$ cat src/rtl/cla_pipe_addsub.sv
// Pipelined carry-lookahead adder/subtractor.
// The operand is cut into BLK-bit lookahead blocks and block k is resolved in
// pipeline stage k, using the carry registered by stage k-1.
// Each stage keeps a rotating word x: the A bits still to be added sit at
// the bottom, and finished sum blocks are shifted in from the top. After
// NSTG stages the sum blocks sit in their natural positions. The y word
// holds the B' bits still to be added and shifts down with zero fill.
module cla_pipe_addsub #(
  parameter int WIDTH = 16,
  parameter int BLK   = 4
) (
  input  logic             clk,
  input  logic             rst_n,
  input  logic             in_valid,
  output logic             in_ready,
  input  logic [WIDTH-1:0] a_in,
  input  logic [WIDTH-1:0] b_in,
  input  logic             c_in,
  input  logic             sub,
  output logic             out_valid,
  input  logic             out_ready,
  output logic [WIDTH-1:0] s,
  output logic             co,
  output logic             ovf
);

  localparam int NSTG = WIDTH / BLK;

  logic [WIDTH-1:0] x_q [NSTG];
  logic [WIDTH-1:0] y_q [NSTG];
  logic             c_q [NSTG];
  logic             v_q [NSTG];
  logic             ovf_q;

  logic [WIDTH-1:0] x_d [NSTG];
  logic [WIDTH-1:0] y_d [NSTG];
  logic             c_d [NSTG];
  logic             ovf_d;

  logic [WIDTH-1:0] si_x [NSTG];
  logic [WIDTH-1:0] si_y [NSTG];
  logic             si_c [NSTG];

  logic [BLK-1:0]   p;
  logic [BLK-1:0]   g;
  logic [BLK:0]     cc;
  logic [WIDTH-1:0] sw;

  logic             adv;

  // The whole pipeline moves together whenever the output slot is free or being taken.
  assign adv      = out_ready | ~v_q[NSTG-1];
  assign in_ready = adv;

  // Stage inputs: stage 0 sees the conditioned operands, later stages the previous register.
  always_comb begin
    si_x[0] = a_in;
    si_y[0] = sub ? ~b_in : b_in;
    si_c[0] = c_in ^ sub;
    for (int k = 1; k < NSTG; k++) begin
      si_x[k] = x_q[k-1];
      si_y[k] = y_q[k-1];
      si_c[k] = c_q[k-1];
    end
  end

  // Per-stage block lookahead: resolve the low block and rotate the sum block in on top.
  always_comb begin
    p     = '0;
    g     = '0;
    cc    = '0;
    sw    = '0;
    ovf_d = 1'b0;
    for (int k = 0; k < NSTG; k++) begin
      p     = si_x[k][BLK-1:0] ^ si_y[k][BLK-1:0];
      g     = si_x[k][BLK-1:0] & si_y[k][BLK-1:0];
      cc[0] = si_c[k];
      for (int j = 0; j < BLK; j++) begin
        cc[j+1] = g[j] | (p[j] & cc[j]);
      end
      sw          = '0;
      sw[BLK-1:0] = p ^ cc[BLK-1:0];
      x_d[k]      = (si_x[k] >> BLK) | (sw << (WIDTH - BLK));
      y_d[k]      = si_y[k] >> BLK;
      c_d[k]      = cc[BLK];
      // Last block holds the MSB: overflow is carry-in XOR carry-out of that bit.
      if (k == NSTG - 1) begin
        ovf_d = cc[BLK] ^ cc[BLK-1];
      end
    end
  end

  // Stage registers: clear on reset, advance together only when adv is set.
  always_ff @(posedge clk or negedge rst_n) begin
    if (!rst_n) begin
      for (int k = 0; k < NSTG; k++) begin
        x_q[k] <= '0;
        y_q[k] <= '0;
        c_q[k] <= 1'b0;
        v_q[k] <= 1'b0;
      end
      ovf_q <= 1'b0;
    end else if (adv) begin
      for (int k = 0; k < NSTG; k++) begin
        x_q[k] <= x_d[k];
        y_q[k] <= y_d[k];
        c_q[k] <= c_d[k];
      end
      v_q[0] <= in_valid;
      for (int k = 1; k < NSTG; k++) begin
        v_q[k] <= v_q[k-1];
      end
      ovf_q <= ovf_d;
    end
  end

  assign s         = x_q[NSTG-1];
  assign co        = c_q[NSTG-1];
  assign ovf       = ovf_q;
  assign out_valid = v_q[NSTG-1];

endmodule

$ cat config.mk
export PLATFORM = sky130hd
export DESIGN_NAME = cla_pipe_addsub
export DESIGN_NICKNAME = d
export VERILOG_FILES = /design/src/rtl/cla_pipe_addsub.sv
export SDC_FILE = /design/constraint.sdc
export NUM_CORES = 1
export LEC_CHECK = 0
export ABC_AREA = 1
export BUFFER_PORTS_ARGS = -buffer_cell sky130_fd_sc_hd__buf_4
export CELL_PAD_IN_SITES_DETAIL_PLACEMENT = 0
export CELL_PAD_IN_SITES_GLOBAL_PLACEMENT = 1
export CORE_ASPECT_RATIO = 1.75
export CORE_MARGIN = 3
export CORE_UTILIZATION = 47
export DETAILED_ROUTE_END_ITERATION = 6
export GPL_ROUTABILITY_DRIVEN = 0
export PLACE_DENSITY = 0.93
export SLEW_MARGIN = 15
export SYNTH_ARGS = -nofsm -noshare
export SYNTH_HDL_FRONTEND = slang
export SYNTH_SLANG_ARGS = --single-unit
$ cat constraint.sdc
create_clock -name clk -period 4.39 [get_ports clk]
set_clock_uncertainty 0.05 [all_clocks]
set_input_delay 0.6585 -clock clk [delete_from_list [all_inputs] [get_ports clk]]
set_output_delay 0.6585 -clock clk [all_outputs]
set_load 0.01 [all_outputs]
==> impl_metrics.yaml <==
global_routing:
  grt_pass1_vias: 3078
  grt_max_degree: 63
  antenna_found_initial: 0
  track_usage_pct: 16.4
  grt_pass1_wl_um: 13400
  gr-total-overflow: 0
layout:
  nets: 570
  final_core_util_pct: 56.9
  area_growth_pct: 17.6
  drive_gt1_share_pct: 14.3
  n_antenna_cell: 0
power:
  irDropWorstVdd_v: 0.000282
  comb_power_share_pct: 32.7
  powerDensity_nw_per_um2: 667
  power_frac_clock_pct: 22.2
  p_int_mw: 2.19
  seqPwrFrac_pct: 45.1
  switchingPower_mw: 1.12
  p_sw_share_pct: 33.9
  power.leakage_nw: 2.65
sta:
  rsz0062_at_grt: "no"
  relSlewSlack_pct: 50.2
  fmax_mhz: 369
  worst-slew-pin-transition_ps: 747
  period_needed_ps: 2710
  maxSlewViolCount: 0
  final-hold-violation-count: 0
  period_share_pct: 61.7
  finalSetupTns_ps: 0
  finalSetupViolations: 0
logic_synthesis:
  synth_cell_types: 14
  ys_warn_count: 0
  syn_nets: 522
  post_synth.cell_area_avg_um2: 9.02
  ys_seq_area_share_pct: 57.5
  synth_cells: 468
  syn_area_um2: 4220
  synth_seq_cells: 97
clock_network:
  cts.clk_slew.worst_paths_ps: 60
  cts_tree: "built"
  cts_setup_buffers: 0
  worstSkewPairLatency_ps: 330
  cts_buffers: 9
  cts-root-buf: "clkbuf_16"
  cts_resized: 0
  cts_max_level: 3
  clockBufferDepth: 2
  ctsHoldBuffers: 0
  cts.sinks: 97
place:
  portBuffers: 57
  dp_hpwl_um: 5050
worst_setup_path:
  end_kind: "flip-flop"
  setup.worst_path.class: "in -> reg"
  cp-startpoint: "sub"
  r2r_start: "c_q[1]"
  startpoint_type: "input port"
  worst_ep_arrival_time_ps: 2840
  cp.required_ps: 4520
  crit_fanout: 18
  reg2reg_slack_ps: 2040
routing:
  drt_iter0_markers: 239
  drc: 0
  vias: 2910
  routedWlPerCell_um: 11.6
  met2_length_um: 3850
  ant_nets: 0
  drt-vias-per-instance: 4.59
  totalWireLength_um: 7370
  top_layer_used: "met4"
  m1WireLength_um: 3000
  dr.pass1.iters: 4
  wl_met3_um: 347
run_status:
  outcome: "completed"
floorplan:
  start_util_pct: 48.4
  die_area_um2: 10200
  rows: 45
  die_w_um: 77.7
  core-area_um2: 8730
  io_pins: 58
  fp.dieH_um: 131
min_path:
  hold_class: "in -> async"
job:
  max_cap_viol_count: 0
==> per-layer routing <==
layer | up-vias | global-route usage (%)
met5 | - | 0
li1 | 1493 | -
met2 | 61 | 28.6
met4 | 0 | 7.72
met3 | 13 | 3.91
met1 | 1343 | 18.5
==> registers in the layout, summed over array words and instances (netlist names) <==
name       count
v_q            3
c_q            3
co             1
s             16
out_valid      1
si_x          48
si_y          24
ovf            1
==> power groups by stage <==
stage	registers (mW)	logic (mW)	clock network, mW
3_3_place_gp	1.49	1.05	0
2_1_floorplan	1.51	0.723	0
4_1_cts	1.50	1.11	0.762
3_5_place_dp	1.51	1.10	0
6_report	1.49	1.08	0.735
5_1_grt	1.55	1.28	0.790
==> area by class of cell <==
class,count,area [um^2]
sequential,97,2430
inverter,50,188
clock buffer,11,243
clock inverter,1,30.0
timing repair buffer,60,450
fill,789,3760
multi-input combinational,298,1480
tap,117,146
==> cell families (layout without fill, tap and decap cells) <==
family / count (synthesis) / in the layout / synth area share (%)
adder cells (fa/ha/maj): 16 / 16 / 7.59
XOR/XNOR: 5 / 5 / 1.04
AO/OA/AOI/OAI: 40 / 40 / 4.74
flip-flops: 97 / 97 / 57.5
AND/OR/NAND/NOR: 237 / 237 / 21.7
buffers and inverters: 73 / 122 / 7.47
==> synthesized netlist by cell type <==
master | number | area, um^2
inv_2 | 1 | 3.75
buf_4 | 6 | 45.0
xnor2_1 | 4 | 35.0
nand2_2 | 1 | 6.26
o21ai_0 | 40 | 200
nor2_4 | 1 | 11.3
clkbuf_1 | 2 | 7.51
dfrtp_1 | 97 | 2430
xor2_1 | 1 | 8.76
buf_2 | 15 | 75.1
nand3_1 | 13 | 65.1
inv_1 | 49 | 184
fa_1 | 16 | 320
nand2_1 | 222 | 833
==> worst paths after layout <==
kind	end	cells past startpoint
min in group clk	out_valid	2
max	si_x[47]	9
max in group asynchronous	si_x[40]	2
min reg2reg	out_valid	2
min	s[9]	1
max reg2reg	s[15]	8
==> critical path: stages <==
cell and delay, ps:
buf_4 180, xnor2_1 170, fa_1 420, fa_1 390, fa_1 370, inv_1 80
fa_1 400, nand2_1 70, o21ai_0 100
==> through the flow <==
step	hold WS, ps	instance area (um^2)	std cells	total power [mW]	setup slack, ps
5_1_grt	240	4960	634	3.62	1570
3_5_place_dp	390	4690	622	2.62	1340
3_3_place_gp	384	4690	622	2.54	1390
6_report	207	4960	634	3.31	1680
2_1_floorplan	313	4220	468	2.23	1350
4_1_cts	217	4960	634	3.38	1690
==> layout by cell type (no fill, tap or decap) <==
| cell | count |
|---|---|
| nand2_1 | 222 |
| dfrtp_1 | 97 |
| buf_4 | 60 |
| inv_1 | 49 |
| o21ai_0 | 40 |
| fa_1 | 16 |
| nand3_1 | 13 |
| clkbuf_16 | 9 |
| xnor2_1 | 4 |
| nand2_2 | 1 |
| xor2_1 | 1 |
| inv_2 | 1 |
| nor2_4 | 1 |
| bufinv_16 | 1 |
| clkbuf_1 | 1 |
| clkbuf_8 | 1 |
Power figures use the tool's default switching activity.
